`config.mk`:
```
export PLATFORM = sky130hd
export DESIGN_NAME = rx_cgmii_decap_flat
export DESIGN_NICKNAME = d
export VERILOG_FILES = /design/src/rtl/lmac_cgmii_pkg.sv /design/src/rtl/rx_cgmii_decap_if.sv /design/src/rtl/rx_cgmii_lane_scan.sv /design/src/rtl/rx_cgmii_decap.sv /design/src/flat_wrapper.sv
export SDC_FILE = /design/constraint.sdc
export NUM_CORES = 1
export LEC_CHECK = 0
export ABC_AREA = 1
export CORE_ASPECT_RATIO = 1.5
export CORE_MARGIN = 2
export CORE_UTILIZATION = 30
export CTS_BUF_LIST = sky130_fd_sc_hd__clkbuf_4 sky130_fd_sc_hd__clkbuf_8
export DETAILED_ROUTE_END_ITERATION = 6
export DONT_BUFFER_PORTS = 1
export HOLD_SLACK_MARGIN = 0.02
export PLACE_DENSITY = 0.42
export SLEW_MARGIN = 40
export SYNTH_ARGS = -nofsm -noshare
export SYNTH_HDL_FRONTEND = slang
export SYNTH_SLANG_ARGS = --single-unit
```
`constraint.sdc`:
```
create_clock -name clk -period 6.4 [get_ports clk]
set_input_delay 1.6 -clock clk [delete_from_list [all_inputs] [get_ports clk]]
set_output_delay 1.6 -clock clk [all_outputs]
set_load 0.05 [all_outputs]
```
`src/rtl/lmac_cgmii_pkg.sv`:
```
// Shared CGMII character set, pause constants and RX decap FSM states.
package lmac_cgmii_pkg;

    localparam logic [7:0] CH_START = 8'hFB;
    localparam logic [7:0] CH_TERM  = 8'hFD;
    localparam logic [7:0] CH_IDLE  = 8'h07;
    localparam logic [7:0] CH_PRE   = 8'h55;
    localparam logic [7:0] CH_SFD   = 8'hD5;

    localparam logic [15:0] ETH_PAUSE_TYPE = 16'h8808;
    localparam logic [15:0] PAUSE_OPCODE   = 16'h0001;

    typedef enum logic [1:0] {
        ST_IDLE,
        ST_DATA,
        ST_TAIL
    } rx_state_e;

    function automatic logic [15:0] sat_add(
        input logic [15:0] a,
        input logic [5:0]  b
    );
        logic [16:0] s;
        s = {1'b0, a} + {11'b0, b};
        return s[16] ? 16'hFFFF : s[15:0];
    endfunction

endpackage

```
`src/rtl/rx_cgmii_decap_if.sv`:
```
// CGMII receive word in, realigned frame beats out.
interface rx_cgmii_decap_if #(
    parameter int DW = 256,
    parameter int CW = 32
);
    logic [DW-1:0] cgmii_rxd;
    logic [CW-1:0] cgmii_rxc;
    logic [DW-1:0] rx_data;
    logic          rx_valid;
    logic          rx_sop;
    logic          rx_eop;
    logic [4:0]    rx_mod;
    logic          rx_err;

    modport master (
        input  cgmii_rxd, cgmii_rxc,
        output rx_data, rx_valid, rx_sop, rx_eop, rx_mod, rx_err
    );

    modport slave (
        output cgmii_rxd, cgmii_rxc,
        input  rx_data, rx_valid, rx_sop, rx_eop, rx_mod, rx_err
    );
endinterface

```
`src/rtl/rx_cgmii_lane_scan.sv`:
```
// Finds the lowest lane holding /T/ and the lowest lane holding any
// other control character.
module rx_cgmii_lane_scan
    import lmac_cgmii_pkg::*;
#(
    parameter int DATA_WIDTH = 256,
    parameter int CTRL_WIDTH = 32
) (
    input  logic [DATA_WIDTH-1:0] rxd,
    input  logic [CTRL_WIDTH-1:0] rxc,
    output logic [4:0]            term_lane,
    output logic                  term_found,
    output logic [4:0]            bad_lane,
    output logic                  bad_found
);
    // Walk downwards so the lowest matching lane is the last one written.
    always_comb begin
        term_lane  = '0;
        term_found = 1'b0;
        bad_lane   = '0;
        bad_found  = 1'b0;
        for (int k = CTRL_WIDTH - 1; k >= 0; k--) begin
            if (rxc[k]) begin
                if (rxd[8*k +: 8] == CH_TERM) begin
                    term_lane  = 5'(k);
                    term_found = 1'b1;
                end else begin
                    bad_lane  = 5'(k);
                    bad_found = 1'b1;
                end
            end
        end
    end
endmodule

```
`src/rtl/rx_cgmii_decap.sv`:
```
// Receive CGMII decapsulation: strips /S/ and preamble, realigns frames
// to byte 0, flags pause frames and keeps good-frame statistics.
module rx_cgmii_decap
    import lmac_cgmii_pkg::*;
#(
    parameter int DATA_WIDTH = 256,
    parameter int CTRL_WIDTH = 32,
    parameter int MIN_FRAME  = 64,
    parameter int MAX_FRAME  = 9600
) (
    input  logic             clk,
    input  logic             rst,
    rx_cgmii_decap_if.master bus,
    output logic             rx_pause,
    output logic [15:0]      rx_pvalue,
    output logic [31:0]      FMAC_RX_PKT_CNT,
    output logic [31:0]      FMAC_RX_BYTE_CNT,
    input  logic             fmac_rx_clr_en
);
    localparam int HOLD_W = DATA_WIDTH - 64;
    localparam logic [15:0] MIN_LEN = 16'(MIN_FRAME);
    localparam logic [15:0] MAX_LEN = 16'(MAX_FRAME);

    rx_state_e         state;
    logic [HOLD_W-1:0] hold;
    logic [15:0]       len;
    logic [15:0]       eop_len;
    logic [15:0]       pause_q;
    logic              first;
    logic              pause_hit;
    logic              tail_err;
    logic [4:0]        tail_mod;

    logic [DATA_WIDTH-1:0] rxd;
    logic [CTRL_WIDTH-1:0] rxc;
    logic [4:0]  term_lane, bad_lane, end_lane;
    logic        term_found, bad_found;
    logic        do_term, do_bad, is_start, pause_det;
    logic [15:0] len_data, len_end, hold_pv;

    function automatic logic len_bad(input logic [15:0] l);
        return (l < MIN_LEN) || (l > MAX_LEN);
    endfunction

    assign rxd = bus.cgmii_rxd;
    assign rxc = bus.cgmii_rxc;

    rx_cgmii_lane_scan #(
        .DATA_WIDTH (DATA_WIDTH),
        .CTRL_WIDTH (CTRL_WIDTH)
    ) u_scan (
        .rxd        (rxd),
        .rxc        (rxc),
        .term_lane  (term_lane),
        .term_found (term_found),
        .bad_lane   (bad_lane),
        .bad_found  (bad_found)
    );

    assign is_start = (rxc[7:0] == 8'h01) &&
                      (rxd[7:0] == CH_START) &&
                      (rxd[55:8] == {6{CH_PRE}}) &&
                      (rxd[63:56] == CH_SFD);

    // /T/ ends the frame only if no other control lane precedes it.
    assign do_term  = term_found && (!bad_found || term_lane < bad_lane);
    assign do_bad   = bad_found && !do_term;
    assign end_lane = do_term ? term_lane : bad_lane;
    assign len_data = sat_add(len, 6'd32);
    assign len_end  = sat_add(len, {1'b0, end_lane});

    assign pause_det = (hold[8*12 +: 8] == ETH_PAUSE_TYPE[15:8]) &&
                       (hold[8*13 +: 8] == ETH_PAUSE_TYPE[7:0]) &&
                       (hold[8*14 +: 8] == PAUSE_OPCODE[15:8]) &&
                       (hold[8*15 +: 8] == PAUSE_OPCODE[7:0]);
    assign hold_pv   = {hold[8*16 +: 8], hold[8*17 +: 8]};

    always_ff @(posedge clk) begin
        if (rst) begin
            state            <= ST_IDLE;
            hold             <= '0;
            len              <= '0;
            eop_len          <= '0;
            pause_q          <= '0;
            first            <= 1'b0;
            pause_hit        <= 1'b0;
            tail_err         <= 1'b0;
            tail_mod         <= '0;
            bus.rx_data      <= '0;
            bus.rx_valid     <= 1'b0;
            bus.rx_sop       <= 1'b0;
            bus.rx_eop       <= 1'b0;
            bus.rx_mod       <= '0;
            bus.rx_err       <= 1'b0;
            rx_pause         <= 1'b0;
            rx_pvalue        <= '0;
            FMAC_RX_PKT_CNT  <= '0;
            FMAC_RX_BYTE_CNT <= '0;
        end else begin
            bus.rx_valid <= 1'b0;
            bus.rx_sop   <= 1'b0;
            bus.rx_eop   <= 1'b0;
            bus.rx_mod   <= '0;
            bus.rx_err   <= 1'b0;

            // Pause and statistics trail the registered EOP by one cycle.
            rx_pause <= bus.rx_eop && !bus.rx_err && pause_hit;
            if (bus.rx_eop && !bus.rx_err && pause_hit)
                rx_pvalue <= pause_q;

            if (fmac_rx_clr_en) begin
                FMAC_RX_PKT_CNT  <= '0;
                FMAC_RX_BYTE_CNT <= '0;
            end else if (bus.rx_eop && !bus.rx_err) begin
                FMAC_RX_PKT_CNT  <= FMAC_RX_PKT_CNT + 32'd1;
                FMAC_RX_BYTE_CNT <= FMAC_RX_BYTE_CNT + {16'b0, eop_len};
            end

            unique case (state)
                ST_IDLE: begin
                    if (is_start) begin
                        hold  <= rxd[DATA_WIDTH-1:64];
                        len   <= 16'd24;
                        first <= 1'b1;
                        state <= ST_DATA;
                    end
                end
                ST_DATA: begin
                    bus.rx_data  <= {rxd[63:0], hold};
                    bus.rx_valid <= 1'b1;
                    bus.rx_sop   <= first;
                    first        <= 1'b0;
                    if (first) begin
                        pause_hit <= pause_det;
                        pause_q   <= hold_pv;
                    end
                    if (!term_found && !bad_found) begin
                        hold <= rxd[DATA_WIDTH-1:64];
                        len  <= len_data;
                    end else if (end_lane <= 5'd8) begin
                        bus.rx_eop <= 1'b1;
                        bus.rx_mod <= end_lane + 5'd24;
                        bus.rx_err <= do_bad || len_bad(len_end);
                        eop_len    <= len_end;
                        state      <= ST_IDLE;
                    end else begin
                        hold     <= rxd[DATA_WIDTH-1:64];
                        len      <= len_end;
                        tail_mod <= end_lane - 5'd8;
                        tail_err <= do_bad;
                        state    <= ST_TAIL;
                    end
                end
                ST_TAIL: begin
                    bus.rx_data  <= {{(DATA_WIDTH-HOLD_W){1'b0}}, hold};
                    bus.rx_valid <= 1'b1;
                    bus.rx_eop   <= 1'b1;
                    bus.rx_mod   <= tail_mod;
                    bus.rx_err   <= tail_err || len_bad(len);
                    eop_len      <= len;
                    // A /S/ here overwrites hold after the tail was read.
                    if (is_start) begin
                        hold  <= rxd[DATA_WIDTH-1:64];
                        len   <= 16'd24;
                        first <= 1'b1;
                        state <= ST_DATA;
                    end else begin
                        state <= ST_IDLE;
                    end
                end
            endcase
        end
    end
endmodule

```
`src/flat_wrapper.sv`:
```
// flat-port wrapper written by rule: the top's interface ports become plain ports
module rx_cgmii_decap_flat import lmac_cgmii_pkg::*;
#(
    parameter int DATA_WIDTH = 256,
    parameter int CTRL_WIDTH = 32,
    parameter int MIN_FRAME  = 64,
    parameter int MAX_FRAME  = 9600
)
  (clk, rst, rx_pause, rx_pvalue, FMAC_RX_PKT_CNT, FMAC_RX_BYTE_CNT, fmac_rx_clr_en, bus_cgmii_rxd, bus_cgmii_rxc, bus_rx_data, bus_rx_valid, bus_rx_sop, bus_rx_eop, bus_rx_mod, bus_rx_err);
  rx_cgmii_decap_if bus_i ();
  input  logic clk;
  input  logic rst;
  output logic rx_pause;
  output logic [15:0] rx_pvalue;
  output logic [31:0] FMAC_RX_PKT_CNT;
  output logic [31:0] FMAC_RX_BYTE_CNT;
  input  logic fmac_rx_clr_en;
  input wire logic [$bits(bus_i.cgmii_rxd)-1:0] bus_cgmii_rxd;
  input wire logic [$bits(bus_i.cgmii_rxc)-1:0] bus_cgmii_rxc;
  output wire logic [$bits(bus_i.rx_data)-1:0] bus_rx_data;
  output wire logic [$bits(bus_i.rx_valid)-1:0] bus_rx_valid;
  output wire logic [$bits(bus_i.rx_sop)-1:0] bus_rx_sop;
  output wire logic [$bits(bus_i.rx_eop)-1:0] bus_rx_eop;
  output wire logic [$bits(bus_i.rx_mod)-1:0] bus_rx_mod;
  output wire logic [$bits(bus_i.rx_err)-1:0] bus_rx_err;
  assign bus_i.cgmii_rxd = bus_cgmii_rxd;
  assign bus_i.cgmii_rxc = bus_cgmii_rxc;
  assign bus_rx_data = bus_i.rx_data;
  assign bus_rx_valid = bus_i.rx_valid;
  assign bus_rx_sop = bus_i.rx_sop;
  assign bus_rx_eop = bus_i.rx_eop;
  assign bus_rx_mod = bus_i.rx_mod;
  assign bus_rx_err = bus_i.rx_err;
  rx_cgmii_decap #(.DATA_WIDTH(DATA_WIDTH), .CTRL_WIDTH(CTRL_WIDTH), .MIN_FRAME(MIN_FRAME), .MAX_FRAME(MAX_FRAME)) u_core (.clk(clk), .rst(rst), .bus(bus_i), .rx_pause(rx_pause), .rx_pvalue(rx_pvalue), .FMAC_RX_PKT_CNT(FMAC_RX_PKT_CNT), .FMAC_RX_BYTE_CNT(FMAC_RX_BYTE_CNT), .fmac_rx_clr_en(fmac_rx_clr_en));
endmodule
```
==> metrics.md, run 1 <==
| Metric | Value |
|---|---|
| Outcome | `complete, no violations` |
| DRC violations left | `0` |
| Layout net count | `3973` |
| Switching portion of total power | `23.8%` |
| Gate Count Post-Synth | `3540` |
| Fraction of layout cells with a size suffix above 1 | `14.3%` |
| Worst hold slack | `0.441 ns` |
| Top Metal Used | `met5` |
| Starting Density | `30.2%` |
| Io pins | `637` |
| Commonest cells after routing, fill and taps aside | `981 x nor2_1, 596 x dfxtp_1, 394 x o21ai_0, 369 x nand2_1, 200 x inv_1` |
| Peak VDD IR | `0.183 mV` |
| Area of the multi-input gates | `12000 sq um` |
| Vias in the first global route | `23.0k` |
| Die Y-Extent | `362 um` |
| Root buffer cell | `clkbuf_8` |
| Final period utilization | `90.8%` |
| Worst EP arrival | `6.46 ns` |
| Clock Sinks | `596` |
| Drt via density | `4.75` |
| # fillers | `9289` |
| Hold Path Class | `flip-flop to flip-flop` |
| Final setup viols | `0` |
| RSZ-0062 raised after global routing | `false` |
| Flop pwr share | `48.4%` |
| WS Path Type | `primary input to flip-flop` |
| Library cells used by synthesis | `52` |
| Met3 WL | `7.78 mm` |
| Largest net degree at the start of global routing | `137` |
| Int Pwr | `5.84 mW` |
| Post-Syn Area | `25600 sq um` |
| H-Tree Depth | `3` |
| Tot GR Track Use | `21.4%` |
| Least-Margin Pin Slew | `0.850 ns` |
| DRT iter0 DRCs | `1246` |
| Wl on met1 | `37.9 mm` |
| Slowest cell on the critical path | `ha_1` |
| Rel. slew slack | `43.3%` |
| Syn_nets | `3865` |
| Main flop type after synthesis | `dfxtp_1` |
| Critical path peak fanout | `5` |
| Initial antenna violation count | `5` |
| Comb pwr share | `3.2%` |
| Max Slew Vio Count | `0` |
| DP Worst Slack | `-0.804 ns` |
| Yosys reg bits | `596` |
| Clock share of power | `48.3%` |
| Startpoint types | `primary input` |
| CTS tree | `built` |
| Post-route setup slack | `0.589 ns` |
| Reg area | `11900 sq um` |
| Routed WL per cell | `20.0 um` |
| Reg clk slew, reported paths | `0.06 ns` |
| Worst Setup End Kind | `flip-flop` |
| Core ar. | `84900 sq um` |
| Setup TNS | `0 ns` |
| Global-route wire length before repair | `145 mm` |
| Hold violation total from the final report | `0` |
| Min Tclk post-route | `5.81 ns` |
| Fmax | `0.172 GHz` |
| Async set-reset flop share out of synthesis | `0%` |
| Seq/Total Area, Yosys | `46.6%` |
| Synthesized area per cell | `7.24 sq um` |
| DP Cell Count | `4677` |
| Final GP Congestion | `0.910` |
| Initial DRT Pass Iterations | `5` |
| Sw power | `1.82 mW` |
| Pleak | `12.9 nW` |
| Die area | `87800 sq um` |
| Total Wirelength | `97.0 mm` |
| Total chip power | `7.66 mW` |
| ANT nets after route | `0` |
| Port bufs | `0` |
| Ys Warns | `0` |
| Overflow after GRT | `0` |
| Clock Path Buffers | `3` |
| Post-DP HPWL | `70.9 mm` |
| Post-synth EDFFs | `0` |
| Max_cap viols | `0` |
| WP data required | `7.04 ns` |
| Worst skew pair latency | `0.78 ns` |
| Vias | `23.1k` |
| TritonCTS buffer count | `99` |
| Chip width | `243 um` |
| Clock skew | `0.0394 ns` |
| Row count | `131` |
| Most common cell after layout, fill and taps aside | `nor2_1` |
| Met2 WL | `48.3 mm` |
| Post-route insts no fill | `4856` |
| Critical Path Max Stage Delay | `0.32 ns` |
| PwrDens | `254 nW/um^2` |
| Layout area overhead | `17.6%` |
repair_timing:
action	in CTS	in global routing
setup buffers	0	0
resized for setup	0	23
hold buffers	0	0
endpoints found under the setup margin	0	33
layout make-up:
| type | count | area share [%] |
|---|---|---|
| diodes | 5 | 0.0415 |
| clock buffers | 154 | 6.48 |
| clock inverters | 20 | 0.744 |
| inverters | 206 | 2.65 |
| multi-input cells | 2540 | 39.8 |
| flip-flops and latches | 596 | 39.6 |
| well taps | 1130 | 4.69 |
| repair buffers | 205 | 6.01 |
logic make-up after synthesis:
logic type / after synthesis / share of synthesized area, %
compound gates: 757 / 15.2
xor+xnor: 29 / 0.991
fa+ha+maj: 34 / 1.72
buf+inv: 404 / 7.08
flops: 596 / 46.6
mux: 3 / 0.117
simple gates: 1717 / 28.3
power groups by stage:
stage / clock, mW / combinational, mW / sequential [mW]
after floorplan: 0 / 0.151 / 3.79
after global placement: 0 / 0.255 / 3.79
after detailed placement: 0 / 0.253 / 3.79
after CTS: 3.83 / 0.253 / 3.71
after global routing: 3.97 / 0.283 / 3.71
final: 3.70 / 0.248 / 3.71
synth_stat cells (22+ instances only):
| master | count | share of area (%) |
|---|---|---|
| a21oi_1 | 190 | 3.7 |
| buf_6 | 36 | 1.6 |
| clkbuf_1 | 150 | 2.2 |
| dfxtp_1 | 596 | 47 |
| ha_1 | 32 | 1.6 |
| inv_1 | 200 | 2.9 |
| nand2_1 | 371 | 5.4 |
| nand3_1 | 112 | 2.2 |
| nand4_1 | 45 | 1.1 |
| nor2_1 | 987 | 14 |
| nor2_2 | 100 | 2.4 |
| nor3_1 | 29 | 0.57 |
| nor4_1 | 27 | 0.66 |
| o21ai_0 | 398 | 7.8 |
| o21ai_1 | 130 | 2.5 |
| xor2_1 | 22 | 0.75 |
critical path, delay by kind of cell:
kind	cells	cell delay [ns]
AO/OA/AOI/OAI	11	1.89
adder cells (fa/ha/maj)	2	0.63
buffers and inverters	5	0.51
AND/OR/NAND/NOR	18	1.82
registers in the layout (all words and copies together), names as in the netlist, 2 cells and up:
name / cells
u_core.bus.rx_mod: 5
u_core.rx_pvalue: 16
u_core.tail_mod: 5
u_core.FMAC_RX_BYTE_CNT: 32
u_core.hold: 192
u_core.state: 2
u_core.FMAC_RX_PKT_CNT: 32
u_core.len: 16
u_core.bus.rx_data: 256
u_core.eop_len: 16
u_core.pause_q: 16
stage by stage:
step           instance area, sq um  util [%]
2_1_floorplan                 25600         -
3_3_place_gp                  27800      32.8
3_5_place_dp                  27800      32.8
4_1_cts                       30000      35.4
5_1_grt                       30100      35.5
6_report                      30100      35.5
final timing paths:
kind | from | end | slack [ns] | cells after the start
min | u_core.tail_mod[4] | u_core.tail_mod[4] | 0.44 | 2
max reg2reg | u_core.FMAC_RX_BYTE_CNT[0] | u_core.FMAC_RX_BYTE_CNT[24] | 1.48 | 22
max | bus_cgmii_rxd[168] | u_core.bus.rx_err | 0.59 | 36
min reg2reg | u_core.tail_mod[4] | u_core.tail_mod[4] | 0.44 | 2
routing by layer:
metal | global-route usage [%] | vias up
met2 | 38.1 | 650
met1 | 23.5 | 10537
met3 | 6.98 | 141
met5 | 0 | -
li1 | - | 11746
met4 | 8.37 | 2
No activity file was read; power rests on OpenSTA's default activity.
==> run 2, diff against run 1 <==
--- a/config.mk
+++ b/config.mk
@@ -7,12 +7,11 @@
 export LEC_CHECK = 0
 export ABC_AREA = 1
 export CORE_ASPECT_RATIO = 1.5
-export CORE_MARGIN = 2
 export CORE_UTILIZATION = 30
 export CTS_BUF_LIST = sky130_fd_sc_hd__clkbuf_4 sky130_fd_sc_hd__clkbuf_8
 export DETAILED_ROUTE_END_ITERATION = 6
 export DONT_BUFFER_PORTS = 1
-export HOLD_SLACK_MARGIN = 0.02
+export HOLD_SLACK_MARGIN = 0.15
 export PLACE_DENSITY = 0.42
 export SLEW_MARGIN = 40
 export SYNTH_ARGS = -nofsm -noshare
==> metrics.md, run 2 (synthesis results as in run 1) <==
| Metric | Value |
|---|---|
| Outcome | `complete, no violations` |
| Slowest cell on the critical path | `o31ai_1` |
| FF-to-FF End | `u_core.FMAC_RX_PKT_CNT[30]` |
| Startpoint types | `primary input` |
| Hold Path Class | `flip-flop to flip-flop` |
| Min Tclk post-route | `5.89 ns` |
| DRT iter0 DRCs | `1119` |
| Post-route insts no fill | `4835` |
| Largest register FFs | `256` |
| # fillers | `9209` |
| Row count | `130` |
| Dpl cell area | `27700 sq um` |
| DRC violations left | `0` |
| Clock Sinks | `596` |
| Layout area overhead | `17.1%` |
| Global-route wire length before repair | `145 mm` |
| Critical path endpoint | `u_core.bus.rx_err` |
| Peak VDD IR | `0.196 mV` |
| Clock Path Buffers | `3` |
| WS Path Type | `primary input to flip-flop` |
| Worst Setup End Kind | `flip-flop` |
| CP startpoint | `bus_cgmii_rxd[168]` |
| CP most frequent cell | `nand2_1` |
| Largest Register | `u_core.bus.rx_data` |
| CTS tree | `built` |
| Largest net degree at the start of global routing | `152` |
| Die area | `86600 sq um` |
| Hold violation total from the final report | `0` |
| PwrDens | `257 nW/um^2` |
| Vias | `23.3k` |
| Routed WL per cell | `20.2 um` |
| Reg2Reg Depth | `25` |
| H-Tree Depth | `3` |
| Critical Path Max Stage Delay | `0.31 ns` |
| Max Slew Vio Count | `0` |
| DP Cell Count | `4657` |
| Fraction of layout cells with a size suffix above 1 | `14.1%` |
| Commonest cells after routing, fill and taps aside | `980 x nor2_1, 596 x dfxtp_1, 395 x o21ai_0, 367 x nand2_1, 199 x inv_1` |
| Final Core Density | `35.7%` |
| Final setup viols | `0` |
| Clock skew | `0.0476 ns` |
| Worst EP arrival | `6.52 ns` |
| Reg clk slew, reported paths | `0.06 ns` |
| RSZ-0062 raised after global routing | `true` |
| Tot GR Track Use | `22.2%` |
| WP data required | `7.03 ns` |
| Most common cell after layout, fill and taps aside | `nor2_1` |
| Total Wirelength | `97.7 mm` |
| Final period utilization | `92.0%` |
| Least-Margin Pin Slew | `0.802 ns` |
| Max_cap viols | `0` |
| Starting Density | `30.5%` |
| Core ar. | `84100 sq um` |
| Critical path peak fanout | `5` |
| Setup TNS | `0 ns` |
| Drt via density | `4.82` |
| Post-route setup slack | `0.511 ns` |
| R2R setup slack | `1.49 ns` |
| Largest regs | `u_core.bus.rx_data: 256 flops, u_core.hold: 192 flops` |
| Post-DP HPWL | `71.0 mm` |
| FF-to-FF Start | `u_core.bus.rx_eop` |
| TritonCTS buffer count | `99` |
| Fmax | `0.170 GHz` |
| Vias in the first global route | `22.9k` |
| Chip width | `241 um` |
| Die Y-Extent | `360 um` |
| Port bufs | `0` |
| Initial antenna violation count | `1` |
| Hold_sp | `u_core.tail_mod[4]` |
| Fin area | `30000 sq um` |
| DP Worst Slack | `-0.943 ns` |
| Final GP Congestion | `0.901` |
| Pleak | `12.9 nW` |
| Rel. slew slack | `46.5%` |
| Root buffer cell | `clkbuf_8` |
| Layout net count | `3962` |
| Worst skew pair latency | `0.78 ns` |
| Worst hold slack | `0.452 ns` |
| Hold buffer count at CTS | `0` |
| Overflow after GRT | `0` |
| Io pins | `637` |
| ANT nets after route | `0` |
| Initial DRT Pass Iterations | `5` |
| Total chip power | `7.71 mW` |
## run 2: cell types whose count changed in the layout (fill, tap and decap cells not counted), sizes merged
cell / change
clkinvlp: +2
buf: -11
clkbuf: +1
inv: -2
diode: -3
## run 2: worst min-delay path by stage
stage	slack, ns	depth (start not counted)	endpoint
2_1_floorplan	0.42	2	u_core.tail_mod[4]
5_1_grt	0.48	2	u_core.bus.rx_data[146]
6_report	0.45	2	u_core.tail_mod[4]
3_3_place_gp	0.44	2	u_core.first
4_1_cts	0.45	2	u_core.bus.rx_data[146]
3_5_place_dp	0.45	2	u_core.tail_mod[4]
## run 2: final cells by class
type / instances / area [sq um] / area share [%]
Inverter: 206 / 807 / 2.69
Tap cell: 1122 / 1400 / 4.68
Clock inverter: 20 / 206 / 0.688
Clock buffer: 155 / 2000 / 6.65
Timing Repair Buffer: 194 / 1690 / 5.63
Multi-Input combinational cell: 2540 / 12000 / 39.9
Antenna cell: 2 / 5.00 / 0.0167
Sequential cell: 596 / 11900 / 39.8
## run 2: metal layers
layer / part of all wire (%) / global-route usage [%]
met2: 50 / 38.6
met5: 0 / 0
met3: 8.5 / 7.32
met1: 39 / 24.7
met4: 3.0 / 8.16
## run 2: timing repair
action / 4_1_cts / 5_1_grt
setup endpoints to repair: 1 / 23
setup buffers: 0 / 1
resized for setup: 1 / 22
pin swaps: 0 / 11
cloned: 0 / 0
## run 2: critical path, delay by kind of cell
kind | cells | cell delay [ns]
and+or+nand+nor | 18 | 1.79
adders and majority gates | 2 | 0.62
AOI/OAI and AO/OA | 11 | 1.94
buffers and inverters | 5 | 0.52
## run 2: report_power, final
part | leakage [nW] | total, mW | switching, mW | internal, mW
clock | 1.16 | 3.75 | 1.68 | 2.07
combinational | 6.90 | 0.246 | 0.154 | 0.0917
sequential | 4.80 | 3.71 | 0.00000000350 | 3.71
total | 12.9 | 7.71 | 1.84 | 5.87
